## config.mk

```make
export PLATFORM = sky130hd
export DESIGN_NAME = cpu_run_ctrl
export DESIGN_NICKNAME = d
export VERILOG_FILES = /design/src/rtl/cpu_run_ctrl.sv
export SDC_FILE = /design/constraint.sdc
export NUM_CORES = 1
export LEC_CHECK = 0
export BUFFER_PORTS_ARGS = -buffer_cell sky130_fd_sc_hd__buf_2
export CORE_AREA = 2 2 60 62
export DETAILED_ROUTE_END_ITERATION = 10
export DIE_AREA = 0 0 62 64
export MAX_ROUTING_LAYER = met4
export PLACE_DENSITY = 0.77
export SLEW_MARGIN = 10
export SYNTH_ARGS = -nofsm -noshare
export SYNTH_HDL_FRONTEND = slang
export SYNTH_SLANG_ARGS = --single-unit
```

## constraint.sdc

```tcl
create_clock -name CLK -period 1.5 [get_ports CLK]
set_input_delay 0 -clock CLK [delete_from_list [all_inputs] [get_ports CLK]]
set_output_delay 0 -clock CLK [all_outputs]
set_load 0.01 [all_outputs]
```

## src/rtl/cpu_run_ctrl.sv

```systemverilog
// Run/halt/step controller for a small CPU pipeline, with PC breakpoints and a
// debug port that takes over the register-file read port while halted.
module cpu_run_ctrl #(
  parameter int PC_W        = 8,
  parameter int NUM_BP      = 2,
  parameter int STEP_CYCLES = 1,
  parameter int SYNC_STAGES = 2
) (
  input  logic                   CLK,
  input  logic                   RST_N,
  input  logic                   PAUSE,
  input  logic                   STEP,
  input  logic [NUM_BP-1:0]      bp_en,
  input  logic [NUM_BP*PC_W-1:0] bp_addr,
  input  logic [PC_W-1:0]        cpu_pc,
  input  logic                   dbg_req,
  input  logic [3:0]             dbg_ra,
  output logic                   cpu_en,
  output logic                   halted,
  output logic [NUM_BP-1:0]      bp_hit,
  output logic                   dbg_grant,
  output logic                   rf_sel,
  output logic [3:0]             rf_ra
);

  typedef enum logic [1:0] {
    ST_RUN  = 2'd0,
    ST_HALT = 2'd1,
    ST_STEP = 2'd2,
    ST_DBG  = 2'd3
  } state_t;

  localparam logic [7:0] LP_STEP_LOAD = 8'(STEP_CYCLES);

  state_t                 r_state;
  logic [SYNC_STAGES-1:0] r_pause_sync;
  logic [SYNC_STAGES-1:0] r_step_sync;
  logic                   r_step_prev;
  logic                   r_cpu_en;
  logic                   r_halted;
  logic [NUM_BP-1:0]      r_bp_hit;
  logic                   r_dbg_grant;
  logic                   r_rf_sel;
  logic [3:0]             r_rf_ra;
  logic [7:0]             r_step_cnt;
  logic                   r_step_pend;

  logic                   w_pause;
  logic                   w_step;
  logic                   w_step_edge;
  logic [NUM_BP-1:0]      w_bp_match;

  assign w_pause     = r_pause_sync[SYNC_STAGES-1];
  assign w_step      = r_step_sync[SYNC_STAGES-1];
  assign w_step_edge = w_step & ~r_step_prev;

  // Synchronise the asynchronous PAUSE level and STEP button into CLK.
  always_ff @(posedge CLK or negedge RST_N) begin
    if (!RST_N) begin
      r_pause_sync <= {SYNC_STAGES{1'b0}};
      r_step_sync  <= {SYNC_STAGES{1'b0}};
      r_step_prev  <= 1'b0;
    end else begin
      r_pause_sync <= {r_pause_sync[SYNC_STAGES-2:0], PAUSE};
      r_step_sync  <= {r_step_sync[SYNC_STAGES-2:0], STEP};
      r_step_prev  <= w_step;
    end
  end

  // Per-comparator PC match; the FSM only looks at it while running.
  always_comb begin
    w_bp_match = {NUM_BP{1'b0}};
    for (int i = 0; i < NUM_BP; i++) begin
      w_bp_match[i] = bp_en[i] && (cpu_pc == bp_addr[i*PC_W +: PC_W]);
    end
  end

  // Run-control FSM; every output is registered alongside the state.
  always_ff @(posedge CLK or negedge RST_N) begin
    if (!RST_N) begin
      r_state     <= ST_RUN;
      r_cpu_en    <= 1'b1;
      r_halted    <= 1'b0;
      r_bp_hit    <= {NUM_BP{1'b0}};
      r_dbg_grant <= 1'b0;
      r_rf_sel    <= 1'b0;
      r_rf_ra     <= 4'd0;
      r_step_cnt  <= 8'd0;
      r_step_pend <= 1'b0;
    end else begin
      case (r_state)
        ST_RUN: begin
          if (w_pause || (|w_bp_match)) begin
            r_state  <= ST_HALT;
            r_cpu_en <= 1'b0;
            r_halted <= 1'b1;
            r_bp_hit <= w_bp_match;
          end
        end

        ST_HALT: begin
          // Step requests collapse into one pending flag; taking the step clears it.
          r_step_pend <= r_step_pend | w_step_edge;
          if (dbg_req) begin
            r_state     <= ST_DBG;
            r_rf_sel    <= 1'b1;
            r_rf_ra     <= dbg_ra;
            r_dbg_grant <= 1'b0;
          end else if (r_step_pend) begin
            r_state     <= ST_STEP;
            r_cpu_en    <= 1'b1;
            r_halted    <= 1'b0;
            r_step_cnt  <= LP_STEP_LOAD;
            r_bp_hit    <= {NUM_BP{1'b0}};
            r_step_pend <= 1'b0;
          end else if (!w_pause && (r_bp_hit == {NUM_BP{1'b0}})) begin
            r_state  <= ST_RUN;
            r_cpu_en <= 1'b1;
            r_halted <= 1'b0;
          end
        end

        ST_STEP: begin
          r_step_cnt <= r_step_cnt - 8'd1;
          if (r_step_cnt <= 8'd1) begin
            r_state  <= ST_HALT;
            r_cpu_en <= 1'b0;
            r_halted <= 1'b1;
          end
        end

        ST_DBG: begin
          r_step_pend <= r_step_pend | w_step_edge;
          if (!dbg_req) begin
            r_state     <= ST_HALT;
            r_rf_sel    <= 1'b0;
            r_dbg_grant <= 1'b0;
          end else if (dbg_ra != r_rf_ra) begin
            r_rf_ra     <= dbg_ra;
            r_dbg_grant <= 1'b0;
          end else begin
            r_dbg_grant <= 1'b1;
          end
        end

        default: begin
          r_state     <= ST_RUN;
          r_cpu_en    <= 1'b1;
          r_halted    <= 1'b0;
          r_dbg_grant <= 1'b0;
          r_rf_sel    <= 1'b0;
        end
      endcase
    end
  end

  assign cpu_en    = r_cpu_en;
  assign halted    = r_halted;
  assign bp_hit    = r_bp_hit;
  assign dbg_grant = r_dbg_grant;
  assign rf_sel    = r_rf_sel;
  assign rf_ra     = r_rf_ra;

endmodule

```

## Word-level counts from Yosys, hierarchy flattened

Cells that the tools add are included.

| storage, ports and cells | value |
|---|---|
| input bits | 35 |
| word-level logic and storage cells | 92 |
| output and inout port bits | 10 |
| flip-flop bits (word level) | 26 |

| operators by class | value |
|---|---|
| $lt $le $gt $ge | 1 |
| eq/ne operators | 16 |
| reduce and logical (&&, ||, !) cells | 19 |
| add/sub/neg operators | 1 |
| bitwise operators | 3 |
| mux-type cells | 40 |

Operator list:

| operator | count |
|---|---|
| two-way mux 2 bit | 9 |
| two-way mux 1 bit | 17 |
| == test 8 bit | 2 |
| two-way mux 8 bit | 2 |
| != test 2 bit (second input constant) | 8 |
| one-hot mux 8 bit (2 select lines) | 1 |
| two-way mux 4 bit | 3 |
| AND reduction 4 bit | 3 |
| less-or-equal comparator 8 x 1 -> 1 bit (second input constant) | 1 |
| one-hot mux 2 bit (4 select lines) | 1 |
| one-hot mux 4 bit (2 select lines) | 1 |
| subtractor 8 x 1 -> 8 bit (second input constant) | 1 |
| one-hot mux 1 bit (2 select lines) | 3 |
| one-hot mux 1 bit (3 select lines) | 2 |
| AND reduction 3 bit | 2 |
| nonzero test 2 bit | 3 |
| AND reduction 5 bit | 1 |
| == test 2 bit (second input constant) | 2 |
| zero test 2 bit | 2 |
| != test 4 bit | 1 |
| != test 4 bit (second input constant) | 1 |
| one-hot mux 2 bit (2 select lines) | 1 |
| logical AND 1 bit | 3 |
| != test 3 bit (second input constant) | 1 |
| other kinds (9) | 9 |

## Logic depth before layout (Yosys ltp)

Gate-level depths: netlist (run 1).

| logic depth | value |
|---|---|
| word-level depth | 6 |
| depth in mapped cells | 6 |
| depth with buffers taken out | 6 |

## Worst setup path before layout (run 1)

No wires, ideal clock.

| path | value |
|---|---|
| path type | reg-to-reg |
| start | register r_step_cnt[5] |
| end | register r_cpu_en, in the netlist cpu_en |
| stages on the path, launching flop included | 5 |
| setup time | 0.078 ns |
| path buffers | 0 |
| clock period less this slack | 1.510 ns |
| setup slack | -0.010 ns |
| arrival time | 1.432 ns |
| data required time | 1.422 ns |
| cells stage by stage | dfrtp_1 > or3_4 > o41ai_4 > o311ai_1 > a31o_1 |

| between the ends | value |
|---|---|
| cells in the longest elaborated chain, start to end | 3 |

Ends and longest elaborated chain:

| what | line | text |
|---|---|---|
| start: declaration | 45 | `logic [7:0] r_step_cnt;` |
| start signal: assignment | 124 | `r_step_cnt <= r_step_cnt - 8'd1;` |
| less-or-equal comparator 8 x 1 -> 1 bit | 125 | `if (r_step_cnt <= 8'd1) begin` |
| != test 2 bit (no source line) | - |  |
| AND reduction 5 bit (no source line) | - |  |
| end signal: assignment | 118 | `r_cpu_en <= 1'b1;` |
| end signal: assignment | 127 | `r_cpu_en <= 1'b0;` |
| end signal: assignment | 148 | `r_cpu_en <= 1'b1;` |
| end: declaration | 39 | `logic r_cpu_en;` |

Every way passes these cells.
A chain may end at the register's enable or synchronous reset.

## Worst setup path after layout (run 1)

Same ends and word-level chain as after synthesis.

==> out/results.tsv, run 1 <==
stage	metric	value	unit
clock_tree	total CTS buffers	3	
synthesis	flops & latches, synth	26	
clock_tree	buffer cell driving the clock tree root	sky130_fd_sc_hd__clkbuf_4	
route	routed vias	1282	
global_route	met1 Track Usage GR	21.9	%
floorplanning	Starting Density	43.4	%
clock_tree	clock slew seen by the registers of the worst setup and hold paths	0.14	ns
final_layout	Non-Filler Instances	254	
setup_path	type of the setup path with the least slack	reg -> reg	
clock_tree	source-to-sink clock delay at the later pin of the worst-skew pair	0.32	ns
timing	final number of max-transition violations	0	
final_layout	Design Area, Final	1960	um^2
timing	post-route setup slack	-0.0751	ns
placed_design	Final Wtd Congestion	0.886	
placed_design	placed instance area	1800	um^2
final_layout	layout-stage area growth over the synthesis result	37.4	%
synthesis	sequential element share of the synthesized area	45.8	%
synthesis	synthesized area divided by synthesized cell count	10.2	um^2
timing	post-route minimum period	1.58	ns
setup_path	Startpoint Class	register	
route	Initial DRC Count	80	
power	Peak supply drop	751	uV
global_route	met2 capacity usage during global routing	29.0	%
setup_path	standard cell with the maximum stage delay on the critical path	sky130_fd_sc_hd__dfrtp_1	
timing	FMAX	635	MHz
hold_path	worst min path class	in -> reg	
clock_tree	maximum count of clock buffers along a single path	2	
timing	final count of negative-setup-slack endpoints	3	
setup_path	endpoint of the worst register-to-register path	cpu_en	
route	detail-routed net length per standard cell	11.8	um
timing	clock tree skew after final layout	0.00318	ns
route	number of vias per cell	5.05	
timing	Max transition margin	62.4	%
placed_design	number of placed instances, taps included	242	
setup_path	flop-to-flop setup slack	-0.08	ns
floorplanning	area inside the core boundary	3280	um^2
floorplanning	Boundary Pins	45	
power	power density cells	614	nW/um^2
global_route	via count of the first global-routing pass	1272	
setup_path	worst endpoint required time	1.77	ns
synthesis	count leader, synth	sky130_fd_sc_hd__dfrtp_1	
route	Remaining DRCs	0	
final_layout	number of diodes added for antenna fixing	0	
global_route	layer carrying the most global-route usage	met2	
synthesis	proportion of register bits with asynchronous set or reset after synthesis	100	%
placed_design	port buffer count	44	
floorplanning	die outline width	62	um
synthesis	combined area of all synthesized cells	1420	um^2
timing	Hold Violations, Final	0	
floorplanning	DIE HEIGHT	64	um
timing	share of the clock period used by the worst path after layout	105	%
route	final wirelength	3000	um
route	Routed Antenna Nets	0	
setup_path	critical path endpoint	cpu_en	
power	total leakage power	0.978	nW
synthesis	count of flip-flops with a built-in enable after synthesis	0	
placed_design	placement-stage worst setup slack	-0.0576	ns
global_route	met3 global-route usage	3.64	%
setup_path	worst stage delay on the critical path	0.40	ns
setup_path	timing startpoint of the critical path	r_step_cnt[5]	
setup_path	crit path max fanout	4	
synthesis	top post-synthesis cells by count	sky130_fd_sc_hd__dfrtp_1 (25), sky130_fd_sc_hd__nand2_1 (13), sky130_fd_sc_hd__xor2_1 (11)	
synthesis	nets in the synthesized netlist	176	
route	first-pass iteration count of the detailed router	4	
power	power consumption	1.20	mW
job	max-capacitance violation count	0	
setup_path	logic depth of the worst register-to-register path	4	
final_layout	share of final-layout standard cells stronger than drive strength 1	38.5	%
timing	RSZ-0062 raised after global routing	yes	
synthesis	number of synthesis warnings	0	
hold_path	Hold Path Origin	dbg_req	
setup_path	RR Startpoint	r_step_cnt[5]	
synthesis	Post-synth top flop	sky130_fd_sc_hd__dfrtp_1	
synthesis	Post-Synthesis Cells	139	
timing	slew at the pin with the worst max-slew slack	0.563	ns
global_route	largest net degree at the start of global routing	27	
placed_design	HPWL reported at the end of detailed placement	2340	um
setup_path	Setup crit end kind	register	
clock_tree	TritonCTS clock tree	built	
synthesis	cell types with the largest area share after synthesis	sky130_fd_sc_hd__dfrtp_1 (44%), sky130_fd_sc_hd__xor2_1 (6.8%), sky130_fd_sc_hd__xnor2_1 (5.5%)	
floorplanning	total die area	3970	um^2
synthesis	area fraction of the dominant cell type after synthesis	43.9	%
synthesis	count of distinct cell types in the synthesized netlist	37	
setup_path	critical path data arrival time	1.84	ns
global_route	initial antenna violation count	0	
final_layout	Filler cells	295	
global_route	Remaining Overflow, GRT	0	
outcome	result of the run	finished, violations left	
global_route	global routing usage summed across all routing layers	17.6	%
clock_tree	clk sink count	26	
final_layout	number of nets in the final layout	246	
synthesis	top cell type by total area after synthesis	sky130_fd_sc_hd__dfrtp_1	
floorplanning	number of cell rows	21	
outcome	failing checks	negative setup slack	
global_route	wire length of the first global-routing pass	5220	um
setup_path	worst path cell trace	or3_4, o41ai_4, o311ai_2, a31o_1	
clock_tree	Max H-tree Level	1	
[cells in the final DEF (no fill, tap or decap), types with 5 or more instances in the layout]
cell                            instances
sky130_fd_sc_hd__dlygate4sd3_1          7
sky130_fd_sc_hd__xor2_1                11
sky130_fd_sc_hd__xnor2_1                9
sky130_fd_sc_hd__buf_2                 44
sky130_fd_sc_hd__nor3_1                 5
sky130_fd_sc_hd__nor2_1                 5
sky130_fd_sc_hd__inv_1                  6
sky130_fd_sc_hd__nand2_1               13
sky130_fd_sc_hd__dfrtp_1               25
sky130_fd_sc_hd__buf_4                 17
sky130_fd_sc_hd__o21ai_0                8
[cell type report]
type | count | area [um^2] | share of cell area, %
well taps | 46 | 57.6 | 2.94
repair buffers | 68 | 418 | 21.4
multi-input cells | 104 | 771 | 39.4
flip-flops and latches | 26 | 652 | 33.3
inverters | 6 | 22.5 | 1.15
clock buffers | 4 | 36.3 | 1.85
[worst min path at each step]
stage	end	depth (start not counted)
4_1_cts	r_state[1]	3
3_5_place_dp	r_step_cnt[2]	1
2_1_floorplan	bp_hit[0]	0
5_1_grt	rf_sel	3
6_report	r_state[1]	3
3_3_place_gp	r_step_cnt[2]	1
[worst max-delay path: cells and delay by family, from the launching register on]
family	cells	cell delay [ns]
compound gates	3	0.72
flops	1	0.40
simple gates	1	0.40
[cell families (layout without fill, tap and decap cells)]
group | after synthesis | in the layout | synth area share [%]
multiplexers | 7 | 7 | 5.27
flip-flops | 26 | 26 | 45.8
adder cells (fa/ha/maj) | 2 | 2 | 1.76
AND/OR/NAND/NOR | 46 | 46 | 16.8
XOR/XNOR | 20 | 20 | 12.3
buffers and inverters | 9 | 78 | 3.16
AO/OA/AOI/OAI | 29 | 29 | 14.9
[timing repair]
item / in CTS / in global routing
hold endpoints to repair: 31 / 0
hold buffers: 7 / 0
setup endpoints to repair: 4 / 8
setup buffers: 0 / 1
cloned: 0 / 0
pin swaps: 1 / 3
gates resized for setup: 1 / 7
[report_power, final]
part | switching (mW) | leakage, nW | internal [mW]
Clock | 0.206 | 0.0210 | 0.148
Sequential | 0.00281 | 0.323 | 0.708
Combinational | 0.0621 | 0.634 | 0.0752
[flip-flops by register name, summed over array words and instances (netlist names), 2 cells and up]
| register | flops |
|---|---|
| r_step_sync | 2 |
| bp_hit | 2 |
| r_step_cnt | 8 |
| rf_ra | 4 |
| r_pause_sync | 2 |
| r_state | 2 |
[stage by stage]
stage / util, % / hold slack (ns) / TNS [ns]
floorplan: - / -0.296 / 0
global placement: 54.8 / 0.0282 / -0.00946
detailed placement: 54.8 / 0.0278 / -0.0639
CTS: 58.1 / 0.00675 / -0.0546
global route: 59.6 / 0.0389 / -0.455
finish: 59.6 / 0.0183 / -0.163
[metal layers]
layer,vias up,routed length (um),share of wire (%)
met1,611,1240,41
met5,-,0,0
met3,4,110,3.7
li1,634,-,-
met4,0,32,1.1
met2,33,1610,54
No activity file was read; power rests on OpenSTA's default activity.
==> inputs of run 2 (changes only) <==
CORE_AREA = 2 2 78 80   (was 2 2 60 62)
DIE_AREA = 0 0 80 82   (was 0 0 62 64)
GPL_TIMING_DRIVEN = 0   (was unset)
PLACE_DENSITY = 0.52   (was 0.77)
==> out/results.tsv, run 2 (synthesized netlist as in run 1, its figures left out) <==
stage	metric	value	unit	change
final_layout	Non-Filler Instances	278		was 254
final_layout	share of final-layout standard cells stronger than drive strength 1	40.9	%	was 38.5%
placed_design	placement-stage worst setup slack	-0.166	ns	was -0.0576 ns
global_route	global routing usage summed across all routing layers	10.6	%	was 17.6%
global_route	wire length of the first global-routing pass	5340	um	was 5220 um
global_route	Remaining Overflow, GRT	0		unchanged
floorplanning	Boundary Pins	45		unchanged
final_layout	highest-count cells in the layout ignoring fill and taps	sky130_fd_sc_hd__buf_2 (44), sky130_fd_sc_hd__dfrtp_1 (23), sky130_fd_sc_hd__nand2_1 (13), sky130_fd_sc_hd__buf_4 (11), sky130_fd_sc_hd__xor2_1 (11)		was sky130_fd_sc_hd__buf_2 (44), sky130_fd_sc_hd__dfrtp_1 (25), sky130_fd_sc_hd__buf_4 (17), sky130_fd_sc_hd__nand2_1 (13), sky130_fd_sc_hd__xor2_1 (11)
timing	final number of max-transition violations	0		unchanged
final_layout	number of nets in the final layout	241		was 246
timing	clock tree skew after final layout	0.00997	ns	was 0.00318 ns
route	routed vias	1227		was 1282
final_layout	Largest register FFs	8		unchanged
global_route	initial antenna violation count	0		unchanged
setup_path	RR Startpoint	r_step_cnt[4]		was r_step_cnt[5]
setup_path	worst endpoint required time	1.71	ns	was 1.77 ns
timing	slew at the pin with the worst max-slew slack	0.588	ns	was 0.563 ns
clock_tree	total CTS buffers	3		unchanged
power	part of the total power dissipated in the clock network	40.6	%	was 29.4%
setup_path	worst path cell trace	or3_4, o41ai_4, o311ai_1, a31o_1		was or3_4, o41ai_4, o311ai_2, a31o_1
power	switching share of power	20.2	%	was 22.5%
setup_path	worst stage delay on the critical path	0.41	ns	was 0.40 ns
final_layout	layout-stage area growth over the synthesis result	41.8	%	was 37.4%
final_layout	most flop-heavy register	r_step_cnt		unchanged
route	Remaining DRCs	0		unchanged
timing	share of the clock period used by the worst path after layout	99.2	%	was 105%
power	total leakage power	0.965	nW	was 0.978 nW
timing	worst slack on hold paths	0.0659	ns	was 0.0183 ns
route	first-pass iteration count of the detailed router	4		unchanged
hold_path	Min-Delay Endpoint	rf_sel		was r_state[1]
setup_path	Startpoint Class	register		unchanged
setup_path	type of the setup path with the least slack	reg -> reg		unchanged
timing	post-route setup slack	0.0113	ns	was -0.0751 ns
setup_path	top cell family by delay on the critical path	compound AO/OA/AOI/OAI gates		unchanged
placed_design	HPWL reported at the end of detailed placement	2220	um	was 2340 um
floorplanning	DIE HEIGHT	82	um	was 64 um
timing	RSZ-0062 raised after global routing	yes		unchanged
job	max-capacitance violation count	0		unchanged
power	Peak supply drop	547	uV	was 751 uV
timing	post-route minimum period	1.49	ns	was 1.58 ns
setup_path	endpoint of the worst register-to-register path	cpu_en		unchanged
timing	Hold Violations, Final	0		unchanged
clock_tree	clock slew seen by the registers of the worst setup and hold paths	0.10	ns	was 0.14 ns
setup_path	logic depth of the worst register-to-register path	4		unchanged
setup_path	Setup crit end kind	register		unchanged
timing	final count of negative-setup-slack endpoints	0		was 3
floorplanning	area inside the core boundary	5750	um^2	was 3280 um^2
floorplanning	die outline width	80	um	was 62 um
floorplanning	number of cell rows	28		was 21
clock_tree	buffer cell driving the clock tree root	sky130_fd_sc_hd__clkbuf_8		was sky130_fd_sc_hd__clkbuf_4
hold_path	cell depth of the worst hold path	3		unchanged
global_route	largest net degree at the start of global routing	27		unchanged
outcome	result of the run	finished, final reports clean		was finished, violations left
setup_path	critical path data arrival time	1.70	ns	was 1.84 ns
final_layout	commonest non-fill, non-tap cell in the layout	sky130_fd_sc_hd__buf_2		unchanged
floorplanning	Starting Density	24.8	%	was 43.4%
clock_tree	source-to-sink clock delay at the later pin of the worst-skew pair	0.27	ns	was 0.32 ns
hold_path	worst min path class	in -> reg		unchanged
placed_design	number of placed instances, taps included	258		was 242
placed_design	Final Wtd Congestion	0.806		was 0.886
floorplanning	total die area	6560	um^2	was 3970 um^2
power	power spent charging and discharging nets	0.289	mW	was 0.271 mW
clock_tree	clk sink count	26		unchanged
final_layout	number of diodes added for antenna fixing	0		unchanged
route	Initial DRC Count	21		was 80
clock_tree	Max H-tree Level	1		unchanged
final_layout	Design Area, Final	2020	um^2	was 1960 um^2
final_layout	Filler cells	603		was 295
final_layout	utilization after layout	35.1	%	was 59.6%
hold_path	Hold Path Origin	dbg_req		unchanged
timing	FMAX	672	MHz	was 635 MHz
power	share of power burned in registers	49.7	%	was 59.1%
setup_path	crit path max fanout	4		unchanged
power	Internal	1.14	mW	was 0.932 mW
placed_design	port buffer count	44		unchanged
power	power density cells	707	nW/um^2	was 614 nW/um^2
power	Comb power frac	9.7	%	was 11.4%
placed_design	placed instance area	1740	um^2	was 1800 um^2
setup_path	standard cell with the maximum stage delay on the critical path	sky130_fd_sc_hd__or3_4		was sky130_fd_sc_hd__dfrtp_1
global_route	via count of the first global-routing pass	1216		was 1272
route	detail-routed net length per standard cell	11.2	um	was 11.8 um
clock_tree	TritonCTS clock tree	built		unchanged
timing	Max transition margin	60.8	%	was 62.4%
route	number of vias per cell	4.41		was 5.05
clock_tree	maximum count of clock buffers along a single path	2		unchanged
route	final wirelength	3100	um	was 3000 um
setup_path	combined buffer and inverter count along the critical path	0		unchanged
route	Routed Antenna Nets	0		unchanged
setup_path	flop-to-flop setup slack	0.01	ns	was -0.08 ns
-- run 2: cell count changes in the layout (fill, tap and decap cells not counted), sizes merged --
cell,change
buf,-5
clkbuf,-1
bufinv,+1
-- run 2: power groups by stage --
stage	clock [mW]	combinational [mW]	sequential, mW
after floorplan	0	0.0479	0.723
after global placement	0	0.125	0.723
after detailed placement	0	0.126	0.724
after CTS	0.600	0.140	0.710
after global routing	0.641	0.157	0.711
final	0.580	0.138	0.710
-- run 2: per-layer routing --
layer  vias up  global-route usage, %  share of wire [%]
li1        621                      -                  -
met1       586                   13.0                 45
met2        18                   18.0                 51
met3         2                   2.64                3.2
met4         0                   1.53               0.42
met5         -                      -                  0
-- run 2: worst max-delay path by stage --
stage | startpoint | endpoint | slack, ns | cells after the start
final | r_step_cnt[4] | cpu_en | 0.01 | 4
after global routing | r_step_cnt[4] | halted | -0.08 | 4
after CTS | r_step_cnt[4] | cpu_en | -0.04 | 4
after detailed placement | r_step_cnt[2] | r_step_cnt[5] | -0.17 | 4
after global placement | r_step_cnt[2] | r_step_cnt[5] | -0.18 | 4
after floorplan | r_step_cnt[2] | cpu_en | 0.01 | 4
-- run 2: per-stage QoR --
stage                     power [mW]  setup TNS (ns)
after floorplan                0.771               0
after global placement         0.849          -0.498
after detailed placement       0.850          -0.432
after CTS                       1.45         -0.0756
after global routing            1.51          -0.190
final                           1.43               0
-- run 2: repair_timing --
action / in CTS / in global routing
buffers inserted: 3 / 7
hold endpoints to repair: 31 / 0
hold buffers: 7 / 0
gates resized for setup: 6 / 13
endpoints found under the setup margin: 6 / 8
pin swaps: 4 / 4
cloned: 0 / 0
-- run 2: worst register-to-register path, stage by stage, from the launching register on --
cell and delay, ns:
sky130_fd_sc_hd__dfrtp_1 0.39, sky130_fd_sc_hd__or3_4 0.41, sky130_fd_sc_hd__o41ai_4 0.32, sky130_fd_sc_hd__o311ai_1 0.13
sky130_fd_sc_hd__a31o_1 0.20
-- run 2: cell type report --
class	count	area (um^2)	share of cell area (%)
multi-input combinational	104	793	39.3
buffer	2	18.8	0.929
clock buffer	3	41.3	2.04
clock inverter	1	30.0	1.49
inverter	6	22.5	1.12
sequential	26	654	32.4
timing repair buffer	61	365	18.1
tap	75	93.8	4.65
==> inputs of run 3 (changes only) <==
PLACE_DENSITY = 0.5   (was 0.52)
clock period = 1.85 ns   (was 1.5 ns; I/O delays follow)
==> out/results.tsv, run 3 (synthesized netlist as in run 1, its figures left out) <==
stage	metric	value	unit	change
timing	Hold Violations, Final	0		unchanged
clock_tree	source-to-sink clock delay at the later pin of the worst-skew pair	0.27	ns	about the same
route	routed vias	1196		was 1227
final_layout	utilization after layout	32.8	%	was 35.1%
setup_path	type of the setup path with the least slack	reg -> reg		unchanged
route	Initial DRC Count	64		was 21
power	Internal	0.923	mW	was 1.14 mW
power	power density cells	614	nW/um^2	was 707 nW/um^2
final_layout	number of nets in the final layout	232		was 241
timing	clock tree skew after final layout	0.00871	ns	was 0.00997 ns
timing	post-route minimum period	1.68	ns	was 1.49 ns
placed_design	Final Wtd Congestion	0.758		was 0.806
placed_design	placement-stage worst setup slack	0.163	ns	was -0.166 ns
power	power spent charging and discharging nets	0.234	mW	was 0.289 mW
placed_design	HPWL reported at the end of detailed placement	2190	um	was 2220 um
outcome	result of the run	finished, final reports clean		unchanged
final_layout	share of final-layout standard cells stronger than drive strength 1	30.9	%	was 40.9%
global_route	initial antenna violation count	0		unchanged
clock_tree	clk sink count	26		unchanged
clock_tree	buffer cell driving the clock tree root	sky130_fd_sc_hd__clkbuf_8		unchanged
clock_tree	TritonCTS clock tree	built		unchanged
route	final wirelength	2920	um	was 3100 um
floorplanning	DIE HEIGHT	82	um	unchanged
job	max-capacitance violation count	0		unchanged
clock_tree	total CTS buffers	3		unchanged
final_layout	total area of multi-input combinational cells	733	um^2	was 793 um^2
hold_path	worst min path class	in -> reg		unchanged
timing	final number of max-transition violations	0		unchanged
timing	share of the clock period used by the worst path after layout	90.6	%	was 99.2%
final_layout	number of diodes added for antenna fixing	0		unchanged
timing	Final TNS setup	0	ns	unchanged
final_layout	Filler cells	628		was 603
route	Remaining DRCs	0		unchanged
route	Routed Antenna Nets	0		unchanged
timing	final count of negative-setup-slack endpoints	0		unchanged
power	total leakage power	0.910	nW	was 0.965 nW
final_layout	Design Area, Final	1890	um^2	was 2020 um^2
placed_design	placed instance area	1740	um^2	unchanged
global_route	Remaining Overflow, GRT	0		unchanged
setup_path	top cell family by delay on the critical path	compound AO/OA/AOI/OAI gates		unchanged
setup_path	standard cell with the maximum stage delay on the critical path	sky130_fd_sc_hd__dfrtp_1		was sky130_fd_sc_hd__or3_4
setup_path	critical path data arrival time	1.87	ns	was 1.70 ns
timing	FMAX	596	MHz	was 672 MHz
power	power consumption	1.16	mW	was 1.43 mW
power	share of power burned in registers	49.7	%	about the same
timing	post-route setup slack	0.173	ns	was 0.0113 ns
final_layout	layout-stage area growth over the synthesis result	32.4	%	was 41.8%
clock_tree	Max H-tree Level	1		unchanged
global_route	global routing usage summed across all routing layers	9.94	%	was 10.6%
floorplanning	area inside the core boundary	5750	um^2	unchanged
final_layout	commonest non-fill, non-tap cell in the layout	sky130_fd_sc_hd__buf_2		unchanged
floorplanning	Starting Density	24.8	%	unchanged
setup_path	combined buffer and inverter count along the critical path	0		unchanged
clock_tree	clock slew seen by the registers of the worst setup and hold paths	0.09	ns	was 0.10 ns
timing	slew at the pin with the worst max-slew slack	0.572	ns	was 0.588 ns
route	first-pass iteration count of the detailed router	4		unchanged
global_route	largest net degree at the start of global routing	27		unchanged
setup_path	Setup crit end kind	register		unchanged
final_layout	highest-count cells in the layout ignoring fill and taps	sky130_fd_sc_hd__buf_2 (44), sky130_fd_sc_hd__dfrtp_1 (25), sky130_fd_sc_hd__nand2_1 (13), sky130_fd_sc_hd__xor2_1 (11)		was sky130_fd_sc_hd__buf_2 (44), sky130_fd_sc_hd__dfrtp_1 (23), sky130_fd_sc_hd__nand2_1 (13), sky130_fd_sc_hd__buf_4 (11), sky130_fd_sc_hd__xor2_1 (11)
route	number of vias per cell	4.45		was 4.41
global_route	wire length of the first global-routing pass	5080	um	was 5340 um
power	part of the total power dissipated in the clock network	40.7	%	was 40.6%
clock_tree	post-CTS setup buffers	0		was 3
timing	RSZ-0062 raised after global routing	no		was yes
final_layout	FF/Latch Area	652	um^2	was 654 um^2
clock_tree	maximum count of clock buffers along a single path	2		unchanged
timing	Max transition margin	61.8	%	was 60.8%
power	Comb power frac	9.6	%	was 9.7%
floorplanning	total die area	6560	um^2	unchanged
global_route	via count of the first global-routing pass	1180		was 1216
final_layout	Largest register FFs	8		unchanged
floorplanning	Boundary Pins	45		unchanged
setup_path	worst endpoint required time	2.04	ns	was 1.71 ns
setup_path	worst stage delay on the critical path	0.45	ns	was 0.41 ns
timing	worst slack on hold paths	0.0752	ns	was 0.0659 ns
final_layout	Non-Filler Instances	269		was 278
setup_path	Startpoint Class	register		unchanged
power	switching share of power	20.2	%	about the same
setup_path	crit path max fanout	6		was 4
placed_design	number of placed instances, taps included	258		unchanged
placed_design	port buffer count	44		unchanged
final_layout	most flop-heavy register	r_step_cnt		unchanged
floorplanning	die outline width	80	um	unchanged
floorplanning	number of cell rows	28		unchanged
setup_path	worst path cell trace	or3_4, o41ai_4, o311ai_1, a31oi_1		was or3_4, o41ai_4, o311ai_1, a31o_1
power	Peak supply drop	362	uV	was 547 uV
route	detail-routed net length per standard cell	10.8	um	was 11.2 um
-- run 3: changes by cell type in the layout (fill, tap and decap cells not counted), sizes merged --
| cell | previous run | this run |
|---|---|---|
| clkbuf | 3 | 4 |
| buf | 56 | 46 |
-- run 3: final timing paths --
check / cells after the start / slack, ns / from / endpoint
min reg2reg: 0 / 0.35 / r_pause_sync[0] / r_pause_sync[1]
max: 4 / 0.17 / r_step_cnt[4] / halted
min: 3 / 0.08 / dbg_req / r_state[1]
max reg2reg: 4 / 0.17 / r_step_cnt[4] / halted
max in group asynchronous: 2 / 1.20 / RST_N / cpu_en
min in group asynchronous: 2 / 0.26 / RST_N / r_step_cnt[5]
-- run 3: what timing repair did --
item                                    4_1_cts  5_1_grt
endpoints found under the setup margin        0        1
hold buffers                                  7        0
hold endpoints to repair                     31        0
resized for setup                             0        1
-- run 3: area by class of cell --
cell class	instances	area share [%]
plain buffers	3	1.19
clock buffers	3	2.19
clock inverters	1	1.59
inverters	6	1.19
multi-input cells	104	38.9
flip-flops and latches	26	34.6
well taps	75	4.98
repair buffers	51	15.4
-- run 3: metal layers --
layer	share of wire, %	GRT usage (%)	vias to the layer above
met3	1.6	1.43	4
met2	50	17.0	12
met4	0.99	3.05	0
met1	48	12.2	579
met5	0	-	-
li1	-	-	601
-- run 3: worst min-delay path, delay by kind of cell --
kind,cells,cell delay (ns)
buffers and inverters,1,0.15
AOI/OAI and AO/OA,2,0.16
-- run 3: power by group through the flow --
stage               logic (mW)  clock network, mW  registers [mW]
floorplan               0.0388                  0           0.587
global placement         0.101                  0           0.587
detailed placement       0.102                  0           0.587
CTS                      0.114              0.487           0.576
global route             0.126              0.514           0.576
finish                   0.111              0.471           0.575
